[config.mk]
export PLATFORM = sky130hd
export DESIGN_NAME = vehicle_sensor_cond_flat
export DESIGN_NICKNAME = d
export VERILOG_FILES = /design/src/rtl/vehicle_sensor_cond_pkg.sv /design/src/rtl/vehicle_sensor_cond_if.sv /design/src/rtl/vehicle_sensor_cond_sensor_channel.sv /design/src/rtl/vehicle_sensor_cond.sv /design/src/flat_wrapper.sv
export SDC_FILE = /design/constraint.sdc
export NUM_CORES = 1
export LEC_CHECK = 0
export CAP_MARGIN = 5
export CELL_PAD_IN_SITES_DETAIL_PLACEMENT = 0
export CELL_PAD_IN_SITES_GLOBAL_PLACEMENT = 1
export CORE_MARGIN = 1
export CORE_UTILIZATION = 44
export CTS_BUF_LIST = sky130_fd_sc_hd__clkbuf_4
export DETAILED_ROUTE_END_ITERATION = 10
export DONT_BUFFER_PORTS = 1
export PLACE_DENSITY_LB_ADDON = 0.2
export SLEW_MARGIN = 20
export SYNTH_ARGS = -nofsm -noshare
export SYNTH_HDL_FRONTEND = slang
export SYNTH_SLANG_ARGS = --single-unit
[constraint.sdc]
create_clock -name clk -period 1.8 [get_ports clk]
set_clock_uncertainty 0.05 [all_clocks]
set_input_delay 0.18 -clock clk [delete_from_list [all_inputs] [get_ports clk]]
set_output_delay 0.18 -clock clk [all_outputs]
set_load 0.02 [all_outputs]
[src/rtl/vehicle_sensor_cond_pkg.sv]
// Shared light codes, channel state type and counter sizing for the loop-detector conditioner.
package vehicle_sensor_cond_pkg;

    localparam logic [2:0] LIGHT_RED = 3'b100;
    localparam logic [2:0] LIGHT_YEL = 3'b010;
    localparam logic [2:0] LIGHT_GRN = 3'b001;

    typedef enum logic [2:0] {
        ST_IDLE,
        ST_QUAL,
        ST_REQ,
        ST_SERVED,
        ST_FAULT
    } chan_state_e;

    function automatic int cnt_width(input int a, input int b);
        return $clog2(((a > b) ? a : b) + 1);
    endfunction

endpackage

[src/rtl/vehicle_sensor_cond_if.sv]
// Detector/light/request bundle between the intersection controller side and the conditioner.
interface vehicle_sensor_cond_if;
    logic       north_raw;
    logic       east_raw;
    logic [2:0] north_l;
    logic [2:0] east_l;
    logic       north_s;
    logic       east_s;
    logic       north_fault;
    logic       east_fault;

    modport master (
        output north_raw, east_raw, north_l, east_l,
        input  north_s, east_s, north_fault, east_fault
    );

    modport slave (
        input  north_raw, east_raw, north_l, east_l,
        output north_s, east_s, north_fault, east_fault
    );
endinterface

[src/rtl/vehicle_sensor_cond_sensor_channel.sv]
// One direction: 2-flop synchronizer, debounce/stuck counter and request FSM.
// Stuck-sensor detection is compiled in only when SENSOR_STUCK_EN is defined.
module sensor_channel
    import vehicle_sensor_cond_pkg::*;
#(
    parameter int DEBOUNCE_CYCLES = 4,
    parameter int STUCK_CYCLES    = 1024
) (
    input  logic clk,
    input  logic rst,
    input  logic i_raw,
    input  logic i_grn,
    output logic o_s,
    output logic o_fault
);

    localparam int CNT_W = cnt_width(DEBOUNCE_CYCLES, STUCK_CYCLES);
    localparam logic [CNT_W-1:0] DEB_LAST = CNT_W'(DEBOUNCE_CYCLES - 1);
`ifdef SENSOR_STUCK_EN
    localparam logic [CNT_W-1:0] STK_LAST = CNT_W'(STUCK_CYCLES - 1);
`endif

    logic              r_meta;
    logic              r_sync;
    chan_state_e       r_state;
    chan_state_e       w_state_next;
    logic [CNT_W-1:0]  r_cnt;
    logic [CNT_W-1:0]  w_cnt_next;
    logic              r_s;
    logic              r_fault;

    function automatic logic [CNT_W-1:0] sat_inc(input logic [CNT_W-1:0] v);
        return (v == '1) ? v : v + CNT_W'(1);
    endfunction

    always_comb begin
        w_state_next = r_state;
        w_cnt_next   = r_cnt;
        case (r_state)
            ST_IDLE: begin
                if (i_grn) begin
                    w_state_next = ST_SERVED;
                    w_cnt_next   = '0;
                end else if (r_sync) begin
                    w_state_next = (DEBOUNCE_CYCLES == 1) ? ST_REQ : ST_QUAL;
                    w_cnt_next   = CNT_W'(1);
                end
            end
            ST_QUAL: begin
                if (i_grn) begin
                    w_state_next = ST_SERVED;
                    w_cnt_next   = '0;
                end else if (!r_sync) begin
                    w_state_next = ST_IDLE;
                    w_cnt_next   = '0;
                end else if (r_cnt == DEB_LAST) begin
                    w_state_next = ST_REQ;
                end else begin
                    w_cnt_next = sat_inc(r_cnt);
                end
            end
            ST_REQ: begin
                // Only green releases a latched request; the raw line is ignored here.
                if (i_grn) begin
                    w_state_next = ST_SERVED;
                    w_cnt_next   = '0;
                end
            end
            ST_SERVED: begin
                if (!r_sync) begin
                    w_state_next = ST_IDLE;
                    w_cnt_next   = '0;
                end
`ifdef SENSOR_STUCK_EN
                else if (r_cnt == STK_LAST) begin
                    w_state_next = ST_FAULT;
                end else begin
                    w_cnt_next = sat_inc(r_cnt);
                end
`endif
            end
            ST_FAULT: begin
                if (!r_sync) begin
                    w_state_next = ST_IDLE;
                    w_cnt_next   = '0;
                end
            end
            default: begin
                w_state_next = ST_IDLE;
                w_cnt_next   = '0;
            end
        endcase
    end

    always_ff @(posedge clk) begin
        if (rst) begin
            r_meta  <= 1'b0;
            r_sync  <= 1'b0;
            r_state <= ST_IDLE;
            r_cnt   <= '0;
            r_s     <= 1'b0;
            r_fault <= 1'b0;
        end else begin
            r_meta  <= i_raw;
            r_sync  <= r_meta;
            r_state <= w_state_next;
            r_cnt   <= w_cnt_next;
            r_s     <= (w_state_next == ST_REQ);
`ifdef SENSOR_STUCK_EN
            r_fault <= (w_state_next == ST_FAULT);
`else
            r_fault <= 1'b0;
`endif
        end
    end

    assign o_s     = r_s;
    assign o_fault = r_fault;

endmodule

[src/rtl/vehicle_sensor_cond.sv]
// Loop-detector conditioner top: two independent sensor channels plus green decode.
// Optional stuck-sensor fault detection: define SENSOR_STUCK_EN.
module vehicle_sensor_cond
    import vehicle_sensor_cond_pkg::*;
#(
    parameter int DEBOUNCE_CYCLES = 4,
    parameter int STUCK_CYCLES    = 1024
) (
    input  logic                  clk,
    input  logic                  rst,
    vehicle_sensor_cond_if.slave  bus
);

    logic w_north_grn;
    logic w_east_grn;

    assign w_north_grn = (bus.north_l == LIGHT_GRN);
    assign w_east_grn  = (bus.east_l == LIGHT_GRN);

    sensor_channel #(
        .DEBOUNCE_CYCLES (DEBOUNCE_CYCLES),
        .STUCK_CYCLES    (STUCK_CYCLES)
    ) u_north (
        .clk     (clk),
        .rst     (rst),
        .i_raw   (bus.north_raw),
        .i_grn   (w_north_grn),
        .o_s     (bus.north_s),
        .o_fault (bus.north_fault)
    );

    sensor_channel #(
        .DEBOUNCE_CYCLES (DEBOUNCE_CYCLES),
        .STUCK_CYCLES    (STUCK_CYCLES)
    ) u_east (
        .clk     (clk),
        .rst     (rst),
        .i_raw   (bus.east_raw),
        .i_grn   (w_east_grn),
        .o_s     (bus.east_s),
        .o_fault (bus.east_fault)
    );

endmodule
[src/flat_wrapper.sv]
// flat-port wrapper written by rule: the top's interface ports become plain ports
module vehicle_sensor_cond_flat import vehicle_sensor_cond_pkg::*;
#(
    parameter int DEBOUNCE_CYCLES = 4,
    parameter int STUCK_CYCLES    = 1024
)
  (clk, rst, bus_north_raw, bus_east_raw, bus_north_l, bus_east_l, bus_north_s, bus_east_s, bus_north_fault, bus_east_fault);
  vehicle_sensor_cond_if bus_i ();
  input  logic clk;
  input  logic rst;
  input wire logic [$bits(bus_i.north_raw)-1:0] bus_north_raw;
  input wire logic [$bits(bus_i.east_raw)-1:0] bus_east_raw;
  input wire logic [$bits(bus_i.north_l)-1:0] bus_north_l;
  input wire logic [$bits(bus_i.east_l)-1:0] bus_east_l;
  output wire logic [$bits(bus_i.north_s)-1:0] bus_north_s;
  output wire logic [$bits(bus_i.east_s)-1:0] bus_east_s;
  output wire logic [$bits(bus_i.north_fault)-1:0] bus_north_fault;
  output wire logic [$bits(bus_i.east_fault)-1:0] bus_east_fault;
  assign bus_i.north_raw = bus_north_raw;
  assign bus_i.east_raw = bus_east_raw;
  assign bus_i.north_l = bus_north_l;
  assign bus_i.east_l = bus_east_l;
  assign bus_north_s = bus_i.north_s;
  assign bus_east_s = bus_i.east_s;
  assign bus_north_fault = bus_i.north_fault;
  assign bus_east_fault = bus_i.east_fault;
  vehicle_sensor_cond #(.DEBOUNCE_CYCLES(DEBOUNCE_CYCLES), .STUCK_CYCLES(STUCK_CYCLES)) u_core (.clk(clk), .rst(rst), .bus(bus_i));
endmodule
==> flow_summary.json <==
{
  "max_freq_mhz": 555,
  "gp_congestion": 0.835,
  "rrSetupSlack_ns": -0.002,
  "synth_seq_cells": 34,
  "leakage_uw": 0.000919,
  "remaining_drc_errors": 0,
  "ys_top_cells_by_area": "dfxtp_1 (36%), a21oi_1 (5.0%), o21ai_0 (4.7%)",
  "worst_ep_required_time_ns": 2.01,
  "grt_start_max_net_pins": 13,
  "placement.io_buffers": 0,
  "grt_pass1_wl_um": 7980,
  "drt_iter0_drc": 100,
  "power.density_nw_per_um2": 552,
  "p_int_uw": 995,
  "yosys_warnings": 0,
  "yosys.area.top_type": "dfxtp_1",
  "maxCapViolations": 0,
  "failed_checks": "negative setup slack",
  "vdd_drop_max_v": 0.000561,
  "critPathMaxFanout": 7,
  "hold_violations": 0,
  "dieArea_um2": 4590,
  "num_rows": 23,
  "setup_slack_ns": -0.00179,
  "antenna_found_initial": 0,
  "worstSetupEndpointType": "flop",
  "hpwl_um": 3350,
  "placed_cell_area_um2": 2160,
  "synth_edf_count": 0,
  "fin_crit_ns": 1.80,
  "p_seq_share_pct": 56.8,
  "clock-sinks": 34,
  "min_period_over_period_pct": 100,
  "grtUsageTotal_pct": 22.8,
  "clockBufferDepth": 2,
  "slowest_stage": "or3_4",
  "synth_xor_area_share_pct": 0,
  "total_power_uw": 1370,
  "synthSimpleGateAreaFrac_pct": 37.0,
  "p_sw_uw": 373,
  "clock_latency_ns": 0.33,
  "viasPerCell": 5.89,
  "slew_viol_final": 0,
  "critical_path_class": "flop to flop",
  "vias": 1954,
  "synth_top_family_by_area": "simple AND/OR/NAND/NOR gates",
  "hold_class": "input port to flop",
  "ys_top_cells_by_count": "dfxtp_1 (34), nand2_1 (23), a21oi_1 (19)",
  "cp.arrival_ns": 2.01,
  "nets": 293,
  "wirelength_um": 4910,
  "dr.pass1.iters": 4,
  "p_comb_share_pct": 12.9,
  "rsz0062_at_grt": "yes",
  "preCtsSetupSlack_ns": -0.107,
  "synth-compound-area-share_pct": 21.4,
  "cts.root.buffer_cell": "clkbuf_4",
  "dieHeight_um": 67.8,
  "synth_seq_area_share_pct": 35.8,
  "synth_area_um2": 1900,
  "finalSetupViolCount": 1,
  "yosysMostFrequentCell": "dfxtp_1",
  "cts_tree": "yes",
  "cts_made_buffers": 5,
  "area_delta_synth_final_pct": 30.2,
  "first_global_vias": 1828,
  "synth-adder-area-share_pct": 1.31,
  "drtAntennaViolNets": 0,
  "synth_top_cell_area_share_pct": 35.8,
  "die_x_um": 67.8,
  "cp-start-kind": "flop",
  "syn_area_per_cell_um2": 7.90,
  "insertedDiodeCount": 0,
  "status": "finished with violations",
  "wl_per_cell_um": 14.8,
  "postLayoutCellArea_um2": 2480,
  "overflow": 0,
  "drive_gt1_share_pct": 30.5,
  "netSwitchingFraction_pct": 27.3,
  "slew_headroom_pct": 65.9,
  "start_util_pct": 46.6,
  "clk_pin_slew_worst_paths_ns": 0.12,
  "cts_max_level": 2,
  "synthMuxAreaShare_pct": 0,
  "crit_chain": "ha_2, nor2b_2, nand3_1, nand4_1, buf_6, or3_4, a21oi_2",
  "netlist_instances": 241,
  "slowest_delay_ns": 0.36,
  "core_area_um2": 4090,
  "synth.distinct_cells": 49,
  "worst_slew_pin_slew_ns": 0.510,
  "power.share.clock_pct": 30.2,
  "synthFlopType": "dfxtp_1",
  "boundaryPins": 14,
  "async_reset_ff_share_pct": 0
}
==> power groups by stage <==
| stage | clock network [µW] | registers (µW) | logic (µW) |
|---|---|---|---|
| after floorplan | 0 | 796 | 101 |
| after global placement | 0 | 798 | 149 |
| after detailed placement | 0 | 798 | 148 |
| after CTS | 430 | 781 | 166 |
| after global routing | 454 | 780 | 196 |
| final | 413 | 777 | 177 |
==> repair_timing <==
action                                  CTS  global route
pin swaps                                 4            16
buffers inserted                          3             3
hold buffers                              5             0
endpoints found under the setup margin    9            23
gates resized for setup                   9            37
endpoints found under the hold margin    17             0
==> per-stage QoR <==
step	hold WS, ns	cells	setup TNS [ns]	util (%)
4_1_cts	0.0555	329	-0.00239	56.6
2_1_floorplan	0.258	242	0	-
6_report	0.0593	332	-0.00179	60.6
3_3_place_gp	0.202	313	-0.00702	52.9
5_1_grt	0.0584	332	-0.522	60.6
3_5_place_dp	0.204	313	-0.107	52.9
==> final timing paths <==
| path | start | end | cells after the start |
|---|---|---|---|
| setup / recovery | u_core.u_north.r_cnt[0] | u_core.u_north.r_cnt[7] | 7 |
| hold / removal | rst | u_core.u_north.r_cnt[5] | 3 |
| setup reg to reg | u_core.u_north.r_cnt[0] | u_core.u_north.r_cnt[7] | 7 |
| hold reg to reg | u_core.u_east.r_meta | u_core.u_east.r_sync | 1 |
==> sequential cells by signal (all words and copies together), names as in the netlist <==
name	count
u_core.u_east.o_s	1
u_core.u_east.r_cnt	11
u_core.u_east.r_meta	1
u_core.u_east.r_state	3
u_core.u_east.r_sync	1
u_core.u_north.o_s	1
u_core.u_north.r_cnt	11
u_core.u_north.r_meta	1
u_core.u_north.r_state	3
u_core.u_north.r_sync	1
==> kinds of logic (layout without fill, tap and decap cells) <==
family                     Yosys count  in the layout
AOI/OAI and AO/OA                   65             65
DFF                                 34             34
buffers and inverters               18             58
and+or+nand+nor                    121            121
adders and majority gates            2              2
other                                1              2
==> critical path, delay by kind of cell (launching register included) <==
kind / cells / cell delay [ns]
compound gates: 1 / 0.11
flops: 1 / 0.35
fa+ha+maj: 1 / 0.21
simple gates: 4 / 0.81
buf+inv: 1 / 0.20
==> layout make-up <==
cell class | count | area (µm²)
fill | 374 | 1610
sequential | 34 | 711
tap | 50 | 62.6
clock inverter | 3 | 16.3
clock buffer | 5 | 37.5
multi-input combinational | 190 | 1270
timing repair buffer | 45 | 362
inverter | 5 | 18.8
==> layer usage <==
metal | GRT usage (%) | part of all wire, % | vias up
met1 | 30.3 | 51 | 922
li1 | - | - | 998
met5 | 0 | 0 | -
met2 | 37.3 | 45 | 30
met4 | 5.32 | 0.61 | 0
met3 | 4.90 | 3.2 | 4
==> cells in the final DEF, fill, tap and decap left out, types with 3 or more instances in the layout <==
cell	netlist	layout
nor4_2	0	3
nand2b_1	5	5
nor3_1	3	3
nand3_1	14	12
nand4_1	9	9
a21oi_1	19	17
nand2_1	23	23
buf_4	2	37
dfxtp_1	34	20
nor2_1	15	14
and3_1	5	4
buf_6	0	3
a31oi_1	6	6
clkbuf_4	0	5
and2_1	4	4
and4_1	4	4
or3_1	4	3
nand4b_1	3	3
nor2b_1	6	5
dfxtp_2	0	9
inv_1	4	4
dfxtp_4	0	5
o21ai_0	18	16
dlygate4sd3_1	0	5
or4_1	4	4
o31ai_1	3	3
Note: power is estimated with default switching activity, not from simulation.
